===== src/rtl/hc_csr_pkg.sv =====
// Shared types, address map and decode helpers for the HardCloud MMIO CSR block.
// The CCI-P MMIO channel structs are reduced to the fields this block uses.
package hc_csr_pkg;

    localparam logic [17:0] HC_ADDR_WIN_BASE = 18'h100;
    localparam logic [17:0] HC_ADDR_STATUS   = 18'h108;
    localparam logic [17:0] HC_ADDR_DSM_BASE = 18'h110;
    localparam logic [17:0] HC_ADDR_CONTROL  = 18'h118;
    localparam logic [17:0] HC_ADDR_BUF_BASE = 18'h120;
    localparam logic [17:0] HC_BUF_STRIDE    = 18'h10;

    localparam logic [63:0] HC_CONTROL_ASSERT_RST   = 64'd0;
    localparam logic [63:0] HC_CONTROL_DEASSERT_RST = 64'd1;
    localparam logic [63:0] HC_CONTROL_START        = 64'd3;
    localparam logic [63:0] HC_CONTROL_STOP         = 64'd7;

    localparam logic [1:0] HC_LEN_4B = 2'b00;
    localparam logic [1:0] HC_LEN_8B = 2'b01;

    typedef logic [63:0] t_hc_address;

    typedef struct packed {
        t_hc_address address;
        logic [31:0] size;
    } t_hc_buffer;

    typedef enum logic [2:0] {
        S_RESET = 3'd0,
        S_IDLE  = 3'd1,
        S_RUN   = 3'd2,
        S_DONE  = 3'd3,
        S_STOP  = 3'd4
    } t_hc_ctl_state;

    typedef struct packed {
        logic [15:0] address;   // 4-byte word address
        logic [1:0]  length;
        logic        rsvd;
        logic [8:0]  tid;
    } t_ccip_c0_ReqMmioHdr;

    typedef struct packed {
        t_ccip_c0_ReqMmioHdr hdr;
        logic [63:0]         data;
        logic                mmioWrValid;
        logic                mmioRdValid;
    } t_if_ccip_c0_Rx;

    typedef struct packed {
        logic [8:0] tid;
    } t_ccip_c2_RspMmioHdr;

    typedef struct packed {
        t_ccip_c2_RspMmioHdr hdr;
        logic                mmioRdValid;
        logic [63:0]         data;
    } t_if_ccip_c2_Tx;

    function automatic logic window_hit(input logic [17:0] byte_addr, input int num_buffers);
        return (byte_addr >= HC_ADDR_WIN_BASE) &&
               (byte_addr < HC_ADDR_BUF_BASE + 18'(num_buffers) * HC_BUF_STRIDE);
    endfunction

    function automatic logic [3:0] buf_index(input logic [17:0] byte_addr);
        return 4'((byte_addr - HC_ADDR_BUF_BASE) >> 4);
    endfunction

    function automatic logic is_size(input logic [17:0] byte_addr);
        return (byte_addr & 18'h8) != 18'h0;
    endfunction

    // 4B writes carry their payload in data[31:0] whichever half they target.
    function automatic logic [63:0] merge_write(input logic [63:0] old, input logic [63:0] data,
                                                input logic [1:0] length, input logic hi_word);
        if (length == HC_LEN_8B) return data;
        if (hi_word)             return {data[31:0], old[31:0]};
        return {old[63:32], data[31:0]};
    endfunction

endpackage


===== src/rtl/hc_ctl_fsm.sv =====
// Control FSM for the CSR block: decodes CONTROL writes into state moves,
// the one-cycle start pulse and the done/error sticky flags.
module hc_ctl_fsm
    import hc_csr_pkg::*;
(
    input  logic          clk,
    input  logic          reset,
    input  logic          ctl_wr,
    input  logic [63:0]   ctl_code,
    input  logic          all_valid,
    input  logic          acc_done,
    output t_hc_ctl_state state,
    output logic          start,
    output logic          done_sticky,
    output logic          err_sticky,
    output logic          clr_valid
);

    t_hc_ctl_state state_q, state_d;
    logic          start_q, start_d;
    logic          done_q, done_d;
    logic          err_q, err_d;

    // NOTE: state registers use non-blocking assignments so every flop samples pre-edge values.
    always_ff @(posedge clk or posedge reset) begin
        if (reset) begin
            state_q <= S_RESET;
            start_q <= 1'b0;
            done_q  <= 1'b0;
            err_q   <= 1'b0;
        end else begin
            state_q <= state_d;
            start_q <= start_d;
            done_q  <= done_d;
            err_q   <= err_d;
        end
    end

    // NOTE: every variable gets its default first, so no path leaves one unassigned (no latch).
    always_comb begin
        state_d   = state_q;
        start_d   = 1'b0;
        done_d    = done_q;
        err_d     = err_q;
        clr_valid = 1'b0;
        if (ctl_wr) begin
            // A CONTROL write masks acc_done for this cycle.
            unique case (ctl_code)
                HC_CONTROL_ASSERT_RST: begin
                    state_d   = S_RESET;
                    done_d    = 1'b0;
                    err_d     = 1'b0;
                    clr_valid = 1'b1;
                end
                HC_CONTROL_DEASSERT_RST: begin
                    if (state_q == S_RESET) state_d = S_IDLE;
                end
                HC_CONTROL_START: begin
                    if (state_q inside {S_IDLE, S_DONE, S_STOP} && all_valid) begin
                        state_d = S_RUN;
                        start_d = 1'b1;
                        done_d  = 1'b0;
                    end else begin
                        err_d = 1'b1;
                    end
                end
                HC_CONTROL_STOP: begin
                    if (state_q == S_RUN) state_d = S_STOP;
                end
                default: err_d = 1'b1;
            endcase
        end else if (state_q == S_RUN && acc_done) begin
            state_d = S_DONE;
            done_d  = 1'b1;
        end
    end

    assign state       = state_q;
    assign start       = start_q;
    assign done_sticky = done_q;
    assign err_sticky  = err_q;

endmodule


===== src/rtl/hc_mmio_csr.sv =====
// HardCloud AFU CSR block: MMIO register file for DSM base, CONTROL and
// NUM_BUFFERS descriptors, registered c2 read responses, control FSM instance.
module hc_mmio_csr
    import hc_csr_pkg::*;
#(
    parameter int NUM_BUFFERS = 4
) (
    input  logic                         clk,
    input  logic                         reset,
    input  t_if_ccip_c0_Rx               rx_mmio,
    output t_if_ccip_c2_Tx               tx_mmio,
    input  logic                         acc_done,
    output t_hc_address                  dsm_base,
    output t_hc_buffer [NUM_BUFFERS-1:0] buffers,
    output logic                         soft_rst,
    output logic                         start,
    output t_hc_ctl_state                ctl_state
);

    logic [17:0]      byte_addr, reg_addr;
    logic             hit, hi_word, wr_en, ctl_wr;
    logic             sel_status, sel_dsm, sel_ctl, sel_buf, sel_size;
    logic [3:0]       buf_idx;
    logic [63:0]      ctl_code, rd_data;
    logic             done_sticky, err_sticky, clr_valid;
    logic             rd_valid_q;
    logic [8:0]       rd_tid_q;
    logic [63:0]      rd_data_q, control_q;
    t_hc_address      dsm_base_q;
    t_hc_buffer [NUM_BUFFERS-1:0] buf_q;
    logic [NUM_BUFFERS-1:0]       addr_seen_q, size_seen_q, desc_valid;
    logic             unused_rsvd;

    assign unused_rsvd = rx_mmio.hdr.rsvd;

    always_comb begin
        byte_addr  = {rx_mmio.hdr.address, 2'b00};
        reg_addr   = byte_addr & ~18'h7;
        hi_word    = rx_mmio.hdr.address[0];
        hit        = window_hit(byte_addr, NUM_BUFFERS);
        sel_status = hit && (reg_addr == HC_ADDR_STATUS);
        sel_dsm    = hit && (reg_addr == HC_ADDR_DSM_BASE);
        sel_ctl    = hit && (reg_addr == HC_ADDR_CONTROL);
        sel_buf    = hit && (reg_addr >= HC_ADDR_BUF_BASE);
        sel_size   = is_size(byte_addr);
        buf_idx    = buf_index(byte_addr);
        wr_en      = rx_mmio.mmioWrValid &&
                     (rx_mmio.hdr.length == HC_LEN_4B || rx_mmio.hdr.length == HC_LEN_8B);
        ctl_wr     = wr_en && sel_ctl;
        ctl_code   = merge_write(control_q, rx_mmio.data, rx_mmio.hdr.length, hi_word);
    end

    // NOTE: the descriptor array is tiny and must read back zero after reset, so it is reset like any flop.
    always_ff @(posedge clk or posedge reset) begin
        if (reset) begin
            dsm_base_q  <= '0;
            control_q   <= '0;
            buf_q       <= '0;
            addr_seen_q <= '0;
            size_seen_q <= '0;
        end else begin
            if (clr_valid) begin
                addr_seen_q <= '0;
                size_seen_q <= '0;
            end
            if (wr_en && sel_dsm) dsm_base_q <= merge_write(dsm_base_q, rx_mmio.data, rx_mmio.hdr.length, hi_word);
            if (ctl_wr)           control_q  <= ctl_code;
            for (int i = 0; i < NUM_BUFFERS; i++) begin
                if (wr_en && sel_buf && buf_idx == 4'(i)) begin
                    if (sel_size) begin
                        buf_q[i].size  <= 32'(merge_write({32'b0, buf_q[i].size}, rx_mmio.data,
                                                          rx_mmio.hdr.length, hi_word));
                        size_seen_q[i] <= 1'b1;
                    end else begin
                        buf_q[i].address <= merge_write(buf_q[i].address, rx_mmio.data,
                                                        rx_mmio.hdr.length, hi_word);
                        addr_seen_q[i]   <= 1'b1;
                    end
                end
            end
        end
    end

    assign desc_valid = addr_seen_q & size_seen_q;

    hc_ctl_fsm u_ctl_fsm (
        .clk         (clk),
        .reset       (reset),
        .ctl_wr      (ctl_wr),
        .ctl_code    (ctl_code),
        .all_valid   (&desc_valid),
        .acc_done    (acc_done),
        .state       (ctl_state),
        .start       (start),
        .done_sticky (done_sticky),
        .err_sticky  (err_sticky),
        .clr_valid   (clr_valid)
    );

    always_comb begin
        rd_data = '0;
        if (sel_status) begin
            rd_data[2:0]  = ctl_state;
            rd_data[3]    = done_sticky;
            rd_data[4]    = err_sticky;
            rd_data[23:8] = 16'(desc_valid);
        end
        if (sel_dsm) rd_data = dsm_base_q;
        if (sel_ctl) rd_data = control_q;
        for (int i = 0; i < NUM_BUFFERS; i++) begin
            if (sel_buf && buf_idx == 4'(i))
                rd_data = sel_size ? {32'b0, buf_q[i].size} : buf_q[i].address;
        end
    end

    // Out-of-window reads are left for the AFU top to answer.
    always_ff @(posedge clk or posedge reset) begin
        if (reset) begin
            rd_valid_q <= 1'b0;
            rd_tid_q   <= '0;
            rd_data_q  <= '0;
        end else begin
            rd_valid_q <= rx_mmio.mmioRdValid && hit;
            if (rx_mmio.mmioRdValid && hit) begin
                rd_tid_q  <= rx_mmio.hdr.tid;
                rd_data_q <= rd_data;
            end
        end
    end

    always_comb begin
        tx_mmio             = '0;
        tx_mmio.hdr.tid     = rd_tid_q;
        tx_mmio.mmioRdValid = rd_valid_q;
        tx_mmio.data        = rd_data_q;
    end

    assign dsm_base = dsm_base_q;
    assign buffers  = buf_q;
    assign soft_rst = (ctl_state == S_RESET);

endmodule


===== config.mk =====
export PLATFORM = sky130hd
export DESIGN_NAME = hc_mmio_csr
export DESIGN_NICKNAME = d
export VERILOG_FILES = /design/src/rtl/hc_csr_pkg.sv /design/src/rtl/hc_ctl_fsm.sv /design/src/rtl/hc_mmio_csr.sv
export SDC_FILE = /design/constraint.sdc
export NUM_CORES = 1
export LEC_CHECK = 0
export CAP_MARGIN = 10
export CORE_MARGIN = 4
export CORE_UTILIZATION = 40
export CTS_CLUSTER_SIZE = 10
export DETAILED_ROUTE_END_ITERATION = 16
export DONT_BUFFER_PORTS = 1
export PLACE_DENSITY = 0.56
export SLEW_MARGIN = 20
export SYNTH_ARGS = -nofsm -noshare
export SYNTH_HDL_FRONTEND = slang
export SYNTH_HIERARCHICAL = 1
export SYNTH_SLANG_ARGS = --single-unit

===== constraint.sdc =====
create_clock -name clk -period 39.5 [get_ports clk]
set_clock_uncertainty 0.05 [all_clocks]
set_input_delay 5.925 -clock clk [delete_from_list [all_inputs] [get_ports clk]]
set_output_delay 5.925 -clock clk [all_outputs]
set_load 0.02 [all_outputs]

; ---- After elaboration in Yosys (flattened, before gate mapping)
; Index checks and enable logic that the tools add are counted.
[totals]
reg_bits = 600
input_bits = 97
out_inout_bits = 527
wordCells = 221
[op_classes]
n_addsub = 1
magnitude_cmp = 3
eq_ne = 29
n_mux = 110
bitwise_logic = 3
n_reduce_logical = 51
[ops]
columns = op, count
row1 = 64-bit two-way mux, 25
row2 = 32-bit two-way mux, 8
row3 = 1-bit two-way mux, 65
row4 = "64-bit by 1-bit equality test with 1-bit output, second input constant", 1
row5 = "64-bit by 2-bit equality test with 1-bit output, second input constant", 1
row6 = "64-bit by 3-bit equality test with 1-bit output, second input constant", 1
row7 = 64-bit logical NOT, 1
row8 = "15-bit by 6-bit equality test with 1-bit output, second input constant", 3
row9 = 3-bit AND reduction, 14
row10 = "18-bit by 9-bit >= comparator with 1-bit output, second input constant", 2
row11 = "3-bit != test, second input constant", 10
row12 = 1-bit logical AND, 20
row13 = "18-bit by 9-bit less-than comparator with 1-bit output, second input constant", 1
row14 = 3-bit two-way mux, 5
row15 = 4-bit two-way mux, 3
row16 = 3-bit one-hot mux with 4 select lines, 1
row17 = 2-bit nonzero test, 6
row18 = "4-bit by 2-bit equality test with 1-bit output, second input constant", 2
row19 = "8-bit by 6-bit subtractor with 8-bit output, second input constant", 1
row20 = "3-bit by 2-bit equality test with 1-bit output, second input constant", 2
row21 = "3-bit by 2-bit != test with 1-bit output, second input constant", 2
row22 = 5-bit two-way mux, 1
row23 = "5-bit by 1-bit != test with 1-bit output, second input constant", 1
row24 = 5-bit AND reduction, 1
row25 = 18 further kinds, 20

; ---- Depth between registers and ports, before layout
; Gate-level depths: netlist of run 1.
[logic_depth]
depth_word = 11
mapped_depth = 13
ltp_nobuf = 11

; ---- Cells and area by module
; The synthesis of run 1 kept the hierarchy.
[modules_own_cells]
columns = mod, n_inst, cells_per_inst, area_each_um2
row1 = hc_mmio_csr, 1, 2528, 27642.8
row2 = hc_ctl_fsm, 1, 70, 573.0

; ---- Worst setup path before layout of run 1
; OpenSTA, ideal clock, no wires.
[synth_path]
path_kind = input-to-reg
startpoint = input rx_mmio[77] in the netlist's numbering
endpoint = register addr_seen_q[0]
t_arrival_ns = 8.581
required_ns = 39.329
setup_slack_ns = 30.748
cell_stages = 11
path_buffers = 1
cell_sequence = nand2b_1 -> nand2_1 -> clkbuf_1 -> mux2_2 -> nor4_1 -> nand4_1 -> nor4_4 -> nand3b_2 -> nor3_1 -> inv_1 -> a22o_1
[synth_between]
elab_chain_cells = 9
[synth_rtl]
columns = element, line_no
row1 = start: declaration, hc_mmio_csr.sv:10  ; input t_if_ccip_c0_Rx rx_mmio,
row2 = 2-bit by 1-bit equality test with 1-bit output *, hc_csr_pkg.sv:75  ; if (length == HC_LEN_8B) return data;
row3 = 1-bit two-way mux *, hc_csr_pkg.sv:75
row4 = 64-bit two-way mux *, hc_csr_pkg.sv:76  ; if (hi_word) return {data[31:0], old[31:0]};
row5 = named net ctl_code[3], hc_mmio_csr.sv:24  ; logic [63:0] ctl_code, rd_data;
row6 = 64-bit logical NOT *, hc_ctl_fsm.sv:48  ; unique case (ctl_code)
row7 = 1-bit two-way mux *, hc_ctl_fsm.sv:48
row8 = 1-bit two-way mux *, hc_ctl_fsm.sv:46  ; if (ctl_wr) begin
row9 = named net clr_valid, hc_mmio_csr.sv:25  ; logic done_sticky, err_sticky, clr_valid;
row10 = 4-bit two-way mux *, hc_mmio_csr.sv:62  ; if (clr_valid) begin
row11 = 1-bit two-way mux, hc_mmio_csr.sv:70  ; if (sel_size) begin
row12 = 1-bit two-way mux *, hc_mmio_csr.sv:69  ; if (wr_en && sel_buf && buf_idx == 4'(i)) begin
row13 = end signal: assignment, hc_mmio_csr.sv:59  ; addr_seen_q <= '0;
row14 = end signal: assignment, hc_mmio_csr.sv:63  ; addr_seen_q <= '0;
row15 = end signal: indexed assignment, hc_mmio_csr.sv:77  ; addr_seen_q[i] <= 1'b1;
row16 = end: declaration, hc_mmio_csr.sv:31  ; logic [NUM_BUFFERS-1:0] addr_seen_q, size_seen_q, desc_valid;
; The timed path passes the listed nets; every way through them passes the cells marked *.
; A chain may end at the register's enable or synchronous reset.

; ---- Worst setup path after layout of run 1
; Ends and elaborated chain as after synthesis.

==> out/results.txt, run 1 <==
crit-path most repeated cell = buf_4
#FFs+latches synth = 600
Seq/Total Area, Yosys = 0.5321
DRC Markers = 0
vias in the first global route = 21600
relative max-transition margin = 0.2224
Synth Warn # = 6
Setup-failing EPs final = 0
WS Path Type = in2reg
Clk network pwr share = 0.483
worst-path maximum fanout = 35
core area = 70030 um^2
pwr dens = 41.01 nW/um^2
1st-iter DRT viols = 1958
Syn Area/Cell = 10.86 um^2
Gate power share = 0.033
grt ovf = 0
full die area = 74850 um^2
ys async rst share = 1.000
switching part of the total = 0.2312
WHS = 0.4297 ns
# Max-Cap Violations = 0
post-DP HPWL = 70.72 mm
Peak Freq = 0.1029 GHz
CP Capture Type = register
Cell Rows = 97
Setup WS post-layout = 29.78 ns
Final Critical Period = 9.717 ns
Static Leak = 14.61 nW
worst slew pin tran = 1.162 ns
Cell Chain, Critical Path = nand2b_2, buf_4, nand2_2, buf_4, mux2_2, nor4_1, nand4_1, nor4_4, nand3b_2, nor3_1, inv_1, a22o_1
Post-synth EDFFs = 0
Worst Path Arrival = 10.16 ns
CTS Buffer Depth = 3
Overall Power = 0.001276 W
Non-Filler Instances = 3467
CP max stage cell = nor4_1
first-pass GRT wire length = 153.4 mm
cts hold-fix bufs = 0
Vias = 21270
clk sinks = 600
Place WS = 28.80 ns
Synth Cell Area = 28220 um^2
Yosys cell types = 61
Root Buffer = clkbuf_16
Slew Limit Fails = 0
Nets = 2598
port buffer count = 0
Top Ports = 624
most frequent cells in the layout = 600 x dfrtp_1, 343 x mux2_2, 312 x nand2_1
Tcrit/Tclk final = 0.2460
Pre-antenna DRT Iters = 5
CTS tree = built
largest net degree at the start of global routing = 199
Routed Antenna Nets = 0
Syn Nets = 2698
total clock buffers created by CTS = 73
Top FF cell, synth = dfrtp_1
Startpoint Class = input port
hold crit path type = reg2reg
Resize count post-CTS = 0
Reg power frac = 0.485
worst vdd ir = 31.36 uV
Internal = 0.0009812 W
final hold vios = 0
GRT Total Usage = 0.2764
# Post-CTS Setup Buffers = 0
Syn Inst Count = 2598
share of layout cells above drive strength 1 = 0.2071
Skew-Pair Late Insertion Delay = 0.62 ns
antenna violations before repair = 10
WL/cell = 30.72 um
vias per cell = 6.134
RSZ-0062 raised after global routing = false
WL final = 106.5 mm
H-tree Lvls = 3
Critical Path RT = 39.94 ns
Worst path max stage delay = 0.67 ns
run status = completed
Area Overhead vs Synth = 10.29%
TNS Setup = 0 ns
gpl congestion = 0.8602
Placed Instances = 3363
commonest non-fill, non-tap cell in the layout = dfrtp_1
Sw Pwr = 0.0002950 W
Die Y = 273.6 um
die width = 273.6 um
initial core utilization = 0.4029
Worst-path clk slew = 0.06 ns
-- power by group through the flow --
| stage | Sequential (W) | Clock [W] | Combinational (W) |
|---|---|---|---|
| after detailed placement | 0.000629 | 0 | 0.0000419 |
| final | 0.000618 | 0.000616 | 0.0000415 |
| after CTS | 0.000618 | 0.000628 | 0.0000419 |
| after floorplan | 0.000629 | 0 | 0.0000358 |
| after global placement | 0.000629 | 0 | 0.0000412 |
| after global routing | 0.000618 | 0.000655 | 0.0000460 |
-- worst max-delay path: cells and delay by family --
kind	cells	cell delay, ns
mux	1	0.41
simple gates	7	2.53
buf+inv	3	0.98
compound gates	1	0.28
-- kinds of logic after synthesis --
group                    count (synthesis)  share of synthesized area
AND/OR/NAND/NOR                        717                     0.1174
buffers and inverters                  219                    0.03157
multiplexers                           482                     0.1892
adder cells (fa/ha/maj)                  3                   0.001330
flip-flops                             600                     0.5321
AO/OA/AOI/OAI                          577                     0.1284
-- worst paths after layout --
path                                      startpoint                              to  slack (ns)  cells after the start
hold reg to reg             size_seen_q[0]$_DFF_PP0_        size_seen_q[0]$_DFF_PP0_        0.43                      1
max in group asynchronous                      reset        buffers[113]$_DFFE_PP0P_       30.30                      5
hold / removal              size_seen_q[0]$_DFF_PP0_        size_seen_q[0]$_DFF_PP0_        0.43                      1
min in group asynchronous                      reset  u_ctl_fsm/state[0]$_DFFE_PP0P_        5.09                      1
setup / recovery                         rx_mmio[77]        addr_seen_q[0]$_DFF_PP0_       29.78                     12
setup reg to reg           control_q[20]$_DFFE_PP0P_        addr_seen_q[0]$_DFF_PP0_       36.05                      8
-- sequential cells by signal (all words and copies together) (netlist names) --
name and cells:
size_seen_q 4, dsm_base 64, buffers 384, rd_data_q 64
u_ctl_fsm/state 3, addr_seen_q 4, control_q 64, u_ctl_fsm/err_sticky 1
u_ctl_fsm/start 1, u_ctl_fsm/done_sticky 1, rd_valid_q 1, rd_tid_q 9
-- metal layers --
metal	vias up	wire, um	global-route usage
met5	-	0	0
met4	0	3089	0.08550
met3	188	12320	0.1116
met2	1039	50470	0.4482
met1	10960	40630	0.3392
li1	9083	-	-
-- final cells by class --
cell class / count / area, um^2
clock inverters: 11 / 185.2
multi-input cells: 1779 / 12450
diodes: 2 / 5.005
inverters: 5 / 26.28
repair buffers: 39 / 312.8
clock buffers: 91 / 1946
flip-flops and latches: 600 / 15010
fillers: 6598 / 38910
well taps: 940 / 1176
-- metrics by stage --
step	utilization	instance area [um^2]
after floorplan	-	28220
after global placement	0.4137	28970
after detailed placement	0.4137	28970
after CTS	0.4441	31100
after global routing	0.4444	31120
final	0.4444	31120
-- Yosys cell counts, drive strengths merged, types with 38 or more instances --
master	number	area [um^2]
a21oi	153	765.7
a221o	66	660.6
buf	70	331.6
clkbuf	144	540.5
dfrtp	600	15010
mux2	360	4054
mux2i	117	1171
nand2	319	1197
nand2b	38	237.7
nor2	169	639.4
nor2b	38	237.7
nor3	41	230.2
o21ai	248	1241
Note: power is estimated with default switching activity, not from simulation.
==> inputs of run 2 (changes only) <==
Clock period 39.5 ns to 9.7 ns, I/O delays scaled along.
==> out/results.txt, run 2 (synthesis gave the netlist of run 1 again) <==
Setup WS post-layout = 4.354 ns (was 29.78 ns)
Worst Hold Depth = 1 (unchanged)
CP max stage cell = nor4_1 (unchanged)
CTS tree = built (unchanged)
run status = completed (unchanged)
Place WS = 3.611 ns (was 28.80 ns)
Final Critical Period = 5.346 ns
DRC Markers = 0 (unchanged)
Reg power frac = 0.484 (was 0.485)
grt ovf = 0 (unchanged)
Worst Path Arrival = 5.78 ns (was 10.16 ns)
worst vdd ir = 134.0 uV (was 31.36 uV)
Routed Antenna Nets = 0 (unchanged)
relative max-transition margin = 0.2244 (was 0.2224)
die width = 273.6 um (unchanged)
switching part of the total = 0.2313 (was 0.2312)
CP Capture Type = register (unchanged)
Nets = 2599 (was 2598)
H-tree Lvls = 3 (unchanged)
port buffer count = 0 (unchanged)
core area = 70030 um^2 (unchanged)
Clk network pwr share = 0.483 (about the same)
worst setup path endpoint = addr_seen_q[3]$_DFF_PP0_ (was addr_seen_q[0]$_DFF_PP0_)
hold crit path type = reg2reg (unchanged)
GRT Total Usage = 0.2765 (was 0.2764)
Root Buffer = clkbuf_16 (unchanged)
Area Overhead vs Synth = 10.36% (was 10.29%)
WS Path Type = in2reg (unchanged)
post-DP HPWL = 70.86 mm (was 70.72 mm)
reg2reg start = control_q[32]$_DFFE_PP0P_ (was control_q[20]$_DFFE_PP0P_)
share of layout cells above drive strength 1 = 0.2075 (was 0.2071)
worst slew pin tran = 1.163 ns (was 1.162 ns)
Die Y = 273.6 um (unchanged)
delay-heaviest family, CP = simple AND/OR/NAND/NOR gates (unchanged)
first-pass GRT wire length = 153.1 mm (was 153.4 mm)
CP Launch Point = rx_mmio[77] (unchanged)
clk sinks = 600 (unchanged)
max reg flops = 384 (unchanged)
final hold vios = 0 (unchanged)
Peak Freq = 0.1871 GHz
# Max-Cap Violations = 0 (unchanged)
reg2reg path depth = 9 (was 8)
Internal = 0.003997 W (was 0.0009812 W)
reg2reg setup slack = 5.97 ns (was 36.05 ns)
CTS Buffer Depth = 3 (unchanged)
Area after DPL = 28990 um^2 (was 28970 um^2)
initial core utilization = 0.4029 (unchanged)
crit-path most repeated cell = buf_4 (unchanged)
Worst-path clk slew = 0.05 ns (was 0.06 ns)
Cell Rows = 97 (unchanged)
TNS Setup = 0 ns (unchanged)
Sw Pwr = 0.001203 W (was 0.0002950 W)
WL/cell = 30.82 um (was 30.72 um)
Critical Path RT = 10.14 ns (was 39.94 ns)
worst-path maximum fanout = 35 (unchanged)
commonest non-fill, non-tap cell in the layout = dfrtp_1 (unchanged)
register area = 15010 um^2 (unchanged)
Slew Limit Fails = 0 (unchanged)
# Post-CTS Setup Buffers = 0 (unchanged)
Static Leak = 14.62 nW (was 14.61 nW)
Gate power share = 0.033 (about the same)
WP depth = 12 (unchanged)
reg2reg end = addr_seen_q[3]$_DFF_PP0_ (was addr_seen_q[0]$_DFF_PP0_)
1st-iter DRT viols = 1624 (was 1958)
most frequent cells in the layout = 600 x dfrtp_1, 343 x mux2_2, 312 x nand2_1 (unchanged)
buffers and inverters on the worst path = 3 (unchanged)
pwr dens = 167.0 nW/um^2 (was 41.01 nW/um^2)
Cell Chain, Critical Path = nand2b_2, buf_4, nand2_2, buf_4, mux2_2, nor4_1, nand4_1, nor4_4, nand3b_2, nor3_1, inv_1, a22o_1 (unchanged)
Vias = 21250 (was 21270)
largest net degree at the start of global routing = 199 (unchanged)
Worst path max stage delay = 0.70 ns (was 0.67 ns)
Fillers = 6672 (was 6598)
post-route cell area = 31140 um^2 (was 31120 um^2)
Startpoint Class = input port (unchanged)
Resize count post-CTS = 0 (unchanged)
full die area = 74850 um^2 (unchanged)
vias per cell = 6.124 (was 6.134)
Setup-failing EPs final = 0 (unchanged)
Tcrit/Tclk final = 0.5511
antenna violations before repair = 12 (was 10)
cts hold-fix bufs = 0 (unchanged)
RSZ-0062 raised after global routing = false (unchanged)
Pre-antenna DRT Iters = 9 (was 5)
WL final = 106.9 mm (was 106.5 mm)
total clock buffers created by CTS = 72 (was 73)
Layout Utilization = 0.4447 (was 0.4444)
gpl congestion = 0.8641 (was 0.8602)
vias in the first global route = 21160 (was 21600)
Top Ports = 624 (unchanged)
Skew-Pair Late Insertion Delay = 0.61 ns (was 0.62 ns)
multi-input logic area = 12450 um^2 (about the same)
## run 2: cell types whose count changed in the layout (fill, tap and decap cells not counted), sizes merged
| cell | delta |
|---|---|
| clkbuf | -5 |
| buf | +2 |
| bufinv | +1 |
| clkinvlp | +1 |
| diode | +6 |
| clkinv | -4 |
| inv | +1 |
## run 2: cell type report
cell class	count	area share
sequential	600	0.4822
multi-input combinational	1779	0.3997
clock buffer	86	0.06116
tap	940	0.03777
timing repair buffer	41	0.01133
clock inverter	10	0.006469
inverter	5	0.0007233
antenna	8	0.0006429
## run 2: worst min-delay path by stage
| stage | slack [ns] | end | startpoint |
|---|---|---|---|
| 2_1_floorplan | 0.40 | size_seen_q[0]$_DFF_PP0_ | size_seen_q[0]$_DFF_PP0_ |
| 3_3_place_gp | 0.41 | size_seen_q[0]$_DFF_PP0_ | size_seen_q[0]$_DFF_PP0_ |
| 3_5_place_dp | 0.43 | size_seen_q[2]$_DFF_PP0_ | size_seen_q[2]$_DFF_PP0_ |
| 4_1_cts | 0.44 | control_q[3]$_DFFE_PP0P_ | control_q[3]$_DFFE_PP0P_ |
| 5_1_grt | 0.46 | size_seen_q[2]$_DFF_PP0_ | size_seen_q[2]$_DFF_PP0_ |
| 6_report | 0.44 | size_seen_q[2]$_DFF_PP0_ | size_seen_q[2]$_DFF_PP0_ |
## run 2: routing by layer
layer,vias up,wire [um],GRT usage
li1,9058,-,-
met1,10950,40580,0.3386
met2,1051,51390,0.4534
met3,188,11960,0.1053
met4,0,2972,0.08727
met5,-,0,0
## run 2: metrics by stage
stage	hold slack (ns)	std cells	total power [W]
3_3_place_gp	0.4120	3364	0.002729
5_1_grt	0.4603	3467	0.005360
3_5_place_dp	0.4279	3364	0.002733
6_report	0.4384	3469	0.005200
2_1_floorplan	0.3995	2598	0.002709
4_1_cts	0.4395	3460	0.005250
## run 2: power groups by stage
stage / clock network (W) / registers (W) / logic [W]
final: 0.00251 / 0.00252 / 0.000169
after global routing: 0.00266 / 0.00252 / 0.000188
after CTS: 0.00256 / 0.00252 / 0.000171
after detailed placement: 0 / 0.00256 / 0.000171
after global placement: 0 / 0.00256 / 0.000167
after floorplan: 0 / 0.00256 / 0.000146
==> inputs of run 3 (changes only) <==
Clock period 9.7 ns to 5.5 ns, I/O delays scaled along.
==> out/results.txt, run 3 (synthesis gave the netlist of run 1 again) <==
Final Critical Period = 4.319 ns
Tcrit/Tclk final = 0.7853
Pre-antenna DRT Iters = 6 (was 9)
Vias = 21620 (was 21250)
Fillers = 6520 (was 6672)
Startpoint Class = input port (unchanged)
antenna violations before repair = 18 (was 12)
total clock buffers created by CTS = 73 (was 72)
vias in the first global route = 21530 (was 21160)
worst vdd ir = 217.2 uV (was 134.0 uV)
Peak Freq = 0.2315 GHz
commonest non-fill, non-tap cell in the layout = dfrtp_1 (unchanged)
H-tree Lvls = 3 (unchanged)
Slew Limit Fails = 0 (unchanged)
grt ovf = 0 (unchanged)
final hold vios = 0 (unchanged)
share of layout cells above drive strength 1 = 0.2112 (was 0.2075)
Static Leak = 14.73 nW (was 14.62 nW)
DRC Markers = 0 (unchanged)
Worst-path clk slew = 0.06 ns (was 0.05 ns)
CTS Buffer Depth = 3 (unchanged)
clk sinks = 600 (unchanged)
Top Ports = 624 (unchanged)
WHS = 0.08531 ns (was 0.4384 ns)
first-pass GRT wire length = 156.7 mm (was 153.1 mm)
WL final = 109.5 mm (was 106.9 mm)
TNS Setup = 0 ns (unchanged)
Area Overhead vs Synth = 11.00% (was 10.36%)
Setup-failing EPs final = 0 (unchanged)
core area = 70030 um^2 (unchanged)
WS Path Type = in2reg (unchanged)
1st-iter DRT viols = 1985 (was 1624)
GRT Total Usage = 0.2832 (was 0.2765)
CP Capture Type = register (unchanged)
Worst Path Arrival = 4.75 ns (was 5.78 ns)
vias per cell = 6.204 (was 6.124)
die width = 273.6 um (unchanged)
run status = completed (unchanged)
post-route cell area = 31320 um^2 (was 31140 um^2)
initial core utilization = 0.4029 (unchanged)
CTS tree = built (unchanged)
hold crit path type = in2async (was reg2reg)
reg2reg path depth = 8 (was 9)
most frequent cells in the layout = 600 x dfrtp_1, 343 x mux2_2, 312 x nand2_1 (unchanged)
pwr dens = 296.1 nW/um^2 (was 167.0 nW/um^2)
full die area = 74850 um^2 (unchanged)
max reg flops = 384 (unchanged)
Routed Antenna Nets = 0 (unchanged)
# Max-Cap Violations = 0 (unchanged)
Skew-Pair Late Insertion Delay = 0.61 ns (about the same)
Area after DPL = 29100 um^2 (was 28990 um^2)
largest net degree at the start of global routing = 199 (unchanged)
WL/cell = 31.42 um (was 30.82 um)
Cell Rows = 97 (unchanged)
worst-path maximum fanout = 19 (was 35)
post-DP HPWL = 73.09 mm (was 70.86 mm)
port buffer count = 0 (unchanged)
Nets = 2611 (was 2599)
Die Y = 273.6 um (unchanged)
Root Buffer = clkbuf_16 (unchanged)
RSZ-0062 raised after global routing = false (unchanged)
worst slew pin tran = 1.186 ns (was 1.163 ns)
gpl congestion = 0.8717 (was 0.8641)
Layout Utilization = 0.4472 (was 0.4447)
Critical Path RT = 5.93 ns (was 10.14 ns)
relative max-transition margin = 0.2093 (was 0.2244)
[run 3: cell count changes in the layout (fill, tap and decap cells not counted), sizes merged]
| cell | change |
|---|---|
| clkbuf | +8 |
| inv | -2 |
| diode | -2 |
| dlygate4sd3 | +1 |
| buf | +10 |
[run 3: power by group]
group	switching (W)	total [W]	internal [W]
Combinational	0.000217	0.000312	0.0000948
Clock	0.00187	0.00452	0.00265
Sequential	0.0000171	0.00444	0.00442
[run 3: repair_timing]
item | 4_1_cts | 5_1_grt
hold buffers | 1 | 0
gates resized for setup | 0 | 0
setup buffers | 0 | 0
endpoints found under the hold margin | 6 | 0
[run 3: area by class of cell]
cell class                      instances  area (um^2)  area share
Multi-Input combinational cell       1779        12450      0.3976
Clock inverter                          8        142.6    0.004554
Timing Repair Buffer                   52        479.2     0.01530
Inverter                                5        22.52   0.0007191
Sequential cell                       600        15010      0.4794
Clock buffer                           94         2018     0.06444
Antenna cell                            6        15.01   0.0004794
Tap cell                              940         1176     0.03755
[run 3: worst max-delay path, cell delays in order]
cell and delay (ns):
nand2b_2 0.45, nand2_2 0.58, buf_4 0.32, mux2_2 0.37, nor4_1 0.44, nand4_1 0.26
nor4_4 0.60, nand3b_2 0.23, nor3_1 0.20, inv_1 0.18, a22o_1 0.27
[run 3: through the flow]
step           setup WS, ns  std cells  power (W)
6_report              1.181       3484   0.009274
5_1_grt              0.9846       3483   0.009570
4_1_cts               1.267       3477   0.009352
3_5_place_dp         0.6194       3374   0.004826
3_3_place_gp         0.6469       3373   0.004820
2_1_floorplan        -3.474       2598   0.004778
[run 3: worst paths after layout]
kind | start | slack [ns] | end
worst min register to register | control_q[8]$_DFFE_PP0P_ | 0.45 | control_q[8]$_DFFE_PP0P_
worst min-delay path | reset | 0.09 | control_q[3]$_DFFE_PP0P_
worst max-delay path | rx_mmio[77] | 1.18 | addr_seen_q[1]$_DFF_PP0_
max in group asynchronous | reset | 3.70 | buffers[42]$_DFFE_PP0P_
worst max register to register | control_q[20]$_DFFE_PP0P_ | 2.21 | addr_seen_q[1]$_DFF_PP0_
min in group clk | rx_mmio[73] | 0.28 | rd_tid_q[7]$_DFFE_PP0P_
[run 3: layer usage]
layer | vias up | track usage | wire (um)
li1 | 9098 | - | -
met1 | 11230 | 0.3566 | 41940
met2 | 1081 | 0.4568 | 51890
met3 | 202 | 0.09913 | 12130
met4 | 2 | 0.09449 | 3480
met5 | - | 0 | 13
